**src/rtl/mem_port_arbiter.sv**
```systemverilog
// Shares one memory controller between instruction fetch and load/store: arbitrates,
// checks alignment, holds the access fields, and extends/returns read data with a done pulse.
module mem_port_arbiter #(
  parameter int MAX_D_STREAK = 3,
  parameter int TIMEOUT      = 15,
  parameter int QUIET        = 6
) (
  input  logic        clk,
  input  logic        rst,
  input  logic        i_req,
  input  logic [23:0] i_addr,
  output logic        i_done,
  output logic [31:0] i_rdata,
  output logic        i_err,
  input  logic        d_req,
  input  logic        d_we,
  input  logic [23:0] d_addr,
  input  logic [31:0] d_wdata,
  input  logic [1:0]  d_size,
  input  logic        d_unsigned,
  output logic        d_done,
  output logic [31:0] d_rdata,
  output logic        d_err,
  output logic [23:0] mem_addr,
  output logic        mem_we,
  output logic [31:0] mem_wdata,
  output logic [1:0]  mem_mode,
  output logic        mem_enable,
  input  logic [31:0] mem_rdata,
  input  logic        mem_op_r,
  output logic        busy
);
  localparam int SW = $clog2(MAX_D_STREAK + 1);
  localparam int QW = $clog2(QUIET + 1);
  localparam int TW = $clog2(TIMEOUT + 1);

  typedef enum logic [2:0] {S_QUIET, S_IDLE, S_ISSUE, S_WAIT, S_RESP} state_t;

  state_t        r_state;
  logic [QW-1:0] r_quietCnt;
  logic [TW-1:0] r_waitCnt;
  logic [SW-1:0] r_streak;
  logic [23:0]   r_addr;
  logic          r_we;
  logic [31:0]   r_wdata;
  logic [1:0]    r_mode;
  logic          r_enable;
  logic          r_isData;
  logic          r_unsigned;
  logic          r_busy;
  logic          r_iDone, r_iErr, r_dDone, r_dErr;
  logic [31:0]   r_iRdata, r_dRdata;

  logic          w_streakFull, w_grantData, w_grantFetch;
  logic          w_dataErr, w_fetchErr, w_reqErr;
  logic [31:0]   w_loadData;

  // Data normally wins; a fetch that has watched MAX_D_STREAK data grants in a row gets the next slot.
  assign w_streakFull = (r_streak == SW'(MAX_D_STREAK));
  assign w_grantData  = d_req && !(i_req && w_streakFull);
  assign w_grantFetch = i_req && !w_grantData;

  assign w_dataErr  = (d_size == 2'b11) ||
                      (d_size == 2'b10 && d_addr[0]) ||
                      (d_size == 2'b00 && d_addr[1:0] != 2'b00);
  assign w_fetchErr = (i_addr[1:0] != 2'b00);
  assign w_reqErr   = w_grantData ? w_dataErr : w_fetchErr;

  always_comb begin
    w_loadData = mem_rdata;
    case (r_mode)
      2'b01:   w_loadData = {{24{mem_rdata[7] & ~r_unsigned}}, mem_rdata[7:0]};
      2'b10:   w_loadData = {{16{mem_rdata[15] & ~r_unsigned}}, mem_rdata[15:0]};
      default: w_loadData = mem_rdata;
    endcase
  end

  always_ff @(posedge clk) begin
    if (rst) begin
      r_state    <= S_QUIET;
      r_quietCnt <= '0;
      r_waitCnt  <= '0;
      r_streak   <= '0;
      r_addr     <= '0;
      r_we       <= 1'b0;
      r_wdata    <= '0;
      r_mode     <= '0;
      r_enable   <= 1'b0;
      r_isData   <= 1'b0;
      r_unsigned <= 1'b0;
      r_busy     <= 1'b0;
      r_iDone    <= 1'b0;
      r_iErr     <= 1'b0;
      r_iRdata   <= '0;
      r_dDone    <= 1'b0;
      r_dErr     <= 1'b0;
      r_dRdata   <= '0;
    end else begin
      r_enable <= 1'b0;
      r_iDone  <= 1'b0;
      r_iErr   <= 1'b0;
      r_iRdata <= '0;
      r_dDone  <= 1'b0;
      r_dErr   <= 1'b0;
      r_dRdata <= '0;
      case (r_state)
        S_QUIET: begin
          if (r_quietCnt == QW'(QUIET - 1)) begin
            r_state <= S_IDLE;
            r_busy  <= 1'b0;
          end else begin
            r_quietCnt <= r_quietCnt + QW'(1);
            r_busy     <= 1'b1;
          end
        end
        S_IDLE: begin
          if (w_grantData || w_grantFetch) begin
            r_busy     <= 1'b1;
            r_isData   <= w_grantData;
            r_unsigned <= d_unsigned;
            if (w_grantData) begin
              r_addr   <= d_addr;
              r_we     <= d_we;
              r_wdata  <= d_wdata;
              r_mode   <= d_size;
              r_streak <= i_req ? r_streak + SW'(1) : '0;
            end else begin
              r_addr   <= i_addr;
              r_we     <= 1'b0;
              r_wdata  <= '0;
              r_mode   <= 2'b00;
              r_streak <= '0;
            end
            // Illegal requests never touch memory and answer on the very next cycle.
            if (w_reqErr) begin
              r_state <= S_RESP;
              r_iDone <= w_grantFetch;
              r_iErr  <= w_grantFetch;
              r_dDone <= w_grantData;
              r_dErr  <= w_grantData;
            end else begin
              r_state  <= S_ISSUE;
              r_enable <= 1'b1;
            end
          end
        end
        S_ISSUE: begin
          r_state   <= S_WAIT;
          r_waitCnt <= '0;
        end
        S_WAIT: begin
          if (mem_op_r) begin
            r_state <= S_RESP;
            if (r_isData) begin
              r_dDone  <= 1'b1;
              r_dRdata <= r_we ? '0 : w_loadData;
            end else begin
              r_iDone  <= 1'b1;
              r_iRdata <= mem_rdata;
            end
          end else if (r_waitCnt == TW'(TIMEOUT - 1)) begin
            r_state <= S_RESP;
            r_iDone <= !r_isData;
            r_iErr  <= !r_isData;
            r_dDone <= r_isData;
            r_dErr  <= r_isData;
          end else begin
            r_waitCnt <= r_waitCnt + TW'(1);
          end
        end
        S_RESP: begin
          r_state <= S_IDLE;
          r_busy  <= 1'b0;
        end
        default: begin
          r_state <= S_IDLE;
          r_busy  <= 1'b0;
        end
      endcase
    end
  end

  assign i_done     = r_iDone;
  assign i_err      = r_iErr;
  assign i_rdata    = r_iRdata;
  assign d_done     = r_dDone;
  assign d_err      = r_dErr;
  assign d_rdata    = r_dRdata;
  assign mem_addr   = r_addr;
  assign mem_we     = r_we;
  assign mem_wdata  = r_wdata;
  assign mem_mode   = r_mode;
  assign mem_enable = r_enable;
  assign busy       = r_busy;
endmodule

```
**config.mk**
```make
export PLATFORM = sky130hd
export DESIGN_NAME = mem_port_arbiter
export DESIGN_NICKNAME = d
export VERILOG_FILES = /design/src/rtl/mem_port_arbiter.sv
export SDC_FILE = /design/constraint.sdc
export NUM_CORES = 1
export LEC_CHECK = 0
export CORE_MARGIN = 1.5
export CORE_UTILIZATION = 44
export CTS_CLUSTER_SIZE = 25
export DETAILED_ROUTE_END_ITERATION = 7
export GPL_TIMING_DRIVEN = 0
export PLACE_DENSITY = 0.91
export SETUP_SLACK_MARGIN = 0.1
export SLEW_MARGIN = 20
export SYNTH_ARGS = -nofsm -noshare
export SYNTH_HDL_FRONTEND = slang
export SYNTH_SLANG_ARGS = --single-unit
export TNS_END_PERCENT = 5
```
**constraint.sdc**
```tcl
create_clock -name clk -period 5.1 [get_ports clk]
set_clock_uncertainty 0.1 [all_clocks]
set_input_delay 0.765 -clock clk [delete_from_list [all_inputs] [get_ports clk]]
set_output_delay 0.765 -clock clk [all_outputs]
set_load 0.005 [all_outputs]
```
==> impl_metrics.json <==
{
  "pre_cts_slack_ps": 2350,
  "cts_tree": "yes",
  "cts.sinks": 143,
  "rows": 39,
  "core_um2": 11400,
  "p_leak_uw": 0.00319,
  "die_x_um": 111,
  "hold_path.class": "reg2reg",
  "critPathCaptureType": "flop",
  "ys_types": 48,
  "path_class": "in2reg",
  "grt_pass1_wl_um": 25300,
  "post_cts_resize_count": 0,
  "synthArstFlopShare_pct": 0,
  "die_height_um": 111,
  "period_share_pct": 45.7,
  "fin_util_pct": 74.3,
  "area_growth_pct": 64.9,
  "synth_seq_area_share_pct": 55.7,
  "drt_iter0_drc": 301,
  "crit_fanout": 10,
  "clk-insertion-delay-late_ps": 410,
  "pin_count": 250,
  "htree_levels": 4,
  "synth_top_area_share_pct": 55.7,
  "rsz0062_at_grt": "false",
  "slew_headroom_pct": 45.0,
  "cp_data_required_time_ps": 5290,
  "placed_cells": 908,
  "netlist_area_um2": 5140,
  "finalSetupViolations": 0,
  "dp_hpwl_um": 12000,
  "syn_area_per_cell_um2": 9.97,
  "synth_top_flop_cell": "dfxtp_1",
  "cts_made_buffers": 17,
  "io_buffers": 249,
  "peakVddDrop_mv": 0.238,
  "tightest_slew_ps": 819,
  "reg2reg_slack_ps": 2880,
  "grt_start_max_net_pins": 17,
  "vias": 4886,
  "grt_antenna_before_repair": 0,
  "wl_per_cell_um": 16.8,
  "wl_um": 15800,
  "synth_edf_count": 0,
  "syn_inst": 516,
  "fin_tns_setup_ps": 0,
  "cts_root_buffer": "clkbuf_16",
  "status": "finished clean",
  "grt-ovfl-total": 0,
  "drive_gt1_share_pct": 9.66,
  "grt.total_usage_pct": 25.8,
  "finalHoldViolations": 0,
  "initial_core_util_pct": 45.0,
  "p_per_area_nw_per_um2": 339,
  "clock_path_buffers": 2,
  "netlist_top_cells_area": "dfxtp_1, nor2_1, a22oi_1",
  "stdcell_count": 940,
  "nets": 912,
  "critPathLaunchType": "primary input",
  "drc": 0,
  "firstDrtPassIters": 6,
  "max_freq_mhz": 429,
  "maxCapViolCount": 0,
  "cts_setup_buffers": 0,
  "ys_ff_latch": 143,
  "die_area_um2": 12300,
  "min_period_ps": 2330,
  "drv_slew": 0,
  "yosysWarnings": 0,
  "gp_congestion": 0.836,
  "clkSlewWorstSetupHoldPaths_ps": 60,
  "cp.arrival_ps": 2520,
  "grt_pass1_vias": 5017,
  "ant_nets": 0,
  "hold_ws_ps": 386,
  "cts_hold_buf": 0,
  "vias_per_cell": 5.20,
  "setup_ws_ps": 2770,
  "syn-num-nets": 644,
  "synth_area_leader_cell": "dfxtp_1",
  "diodes": 0
}
[Yosys cell counts, types with 6 or more instances]
master and n:
a211oi_1 26, a21oi_1 17, a21oi_2 20, a22oi_1 35, and2_1 42, buf_2 16
clkbuf_1 16, dfxtp_1 143, ha_1 7, mux2i_1 24, nand2_1 35, nand3_1 6
nor2_1 72
[placed cells by master, fill, tap and decap left out, drive strengths merged, types with 4 or more instances in the layout]
cell type and instances:
nand2b 4, clkbuf 34, clkdlybuf4s50 249, ha 7, a211oi 26, dfxtp 143, nor3 4, nand3 7
nand2 35, buf 22, nor2b 4, o21ai 5, a22oi 35, mux2i 24, a21oi 37, nor2 72
and2 42, inv 10, bufinv 5
[critical path: stages]
cell and delay [ps]:
clkdlybuf4s50_1 580, a21boi_1 90, buf_2 210, and2_1 180, clkbuf_1 120, buf_4 190
a221oi_1 300, nor4_1 70
[metal layers]
metal,share of wire (%),vias up,track usage (%),wire [µm]
met4,3.1,0,11.7,483
met2,51,252,45.8,8040
met3,7.9,39,8.20,1240
li1,-,2325,-,-
met5,0,-,0,0
met1,38,2270,28.0,6020
[sequential cells by signal (all words and copies together), names as in the netlist, 2 cells and up]
name and cells:
i_rdata 32, r_state 3, r_streak 2, r_quietCnt 3, mem_mode 2, mem_wdata 32
d_rdata 32, mem_addr 24, r_waitCnt 4
[worst paths after layout]
path	from	to	cells past startpoint
worst max-delay path	i_req	r_state[1]	8
worst min-delay path	r_unsigned	r_unsigned	2
worst max register to register	mem_mode[0]	d_rdata[31]	9
worst min register to register	r_unsigned	r_unsigned	2
[kinds of logic (layout without fill, tap and decap cells)]
kind of cell             after synthesis  in the layout  synth area share, %
buffers and inverters                 43            324                 3.97
AO/OA/AOI/OAI                        116            116                 16.6
multiplexers                          24             24                 4.67
AND/OR/NAND/NOR                      181            181                 17.1
adder cells (fa/ha/maj)                7              7                 1.70
XOR/XNOR                               2              2                0.341
flip-flops                           143            143                 55.7
[where the power goes]
group,switching [µW],internal [µW]
Combinational,129,178
Clock,504,893
Sequential,23.6,1150
[metrics by stage]
stage	total power, µW	instance area [µm²]
after global routing	2980	8480
after CTS	2890	8480
after floorplan	1320	5140
after detailed placement	1500	7820
final	2880	8480
after global placement	1490	7820
[cell type report]
| type | instances | area (µm²) |
|---|---|---|
| timing repair buffer | 249 | 2490 |
| clock buffer | 18 | 439 |
| sequential | 143 | 2860 |
| fill | 794 | 2940 |
| tap | 143 | 179 |
| inverter | 5 | 18.8 |
| clock inverter | 14 | 229 |
| buffer | 38 | 185 |
| multi-input combinational | 330 | 2080 |
No activity file was read; power rests on OpenSTA's default activity.
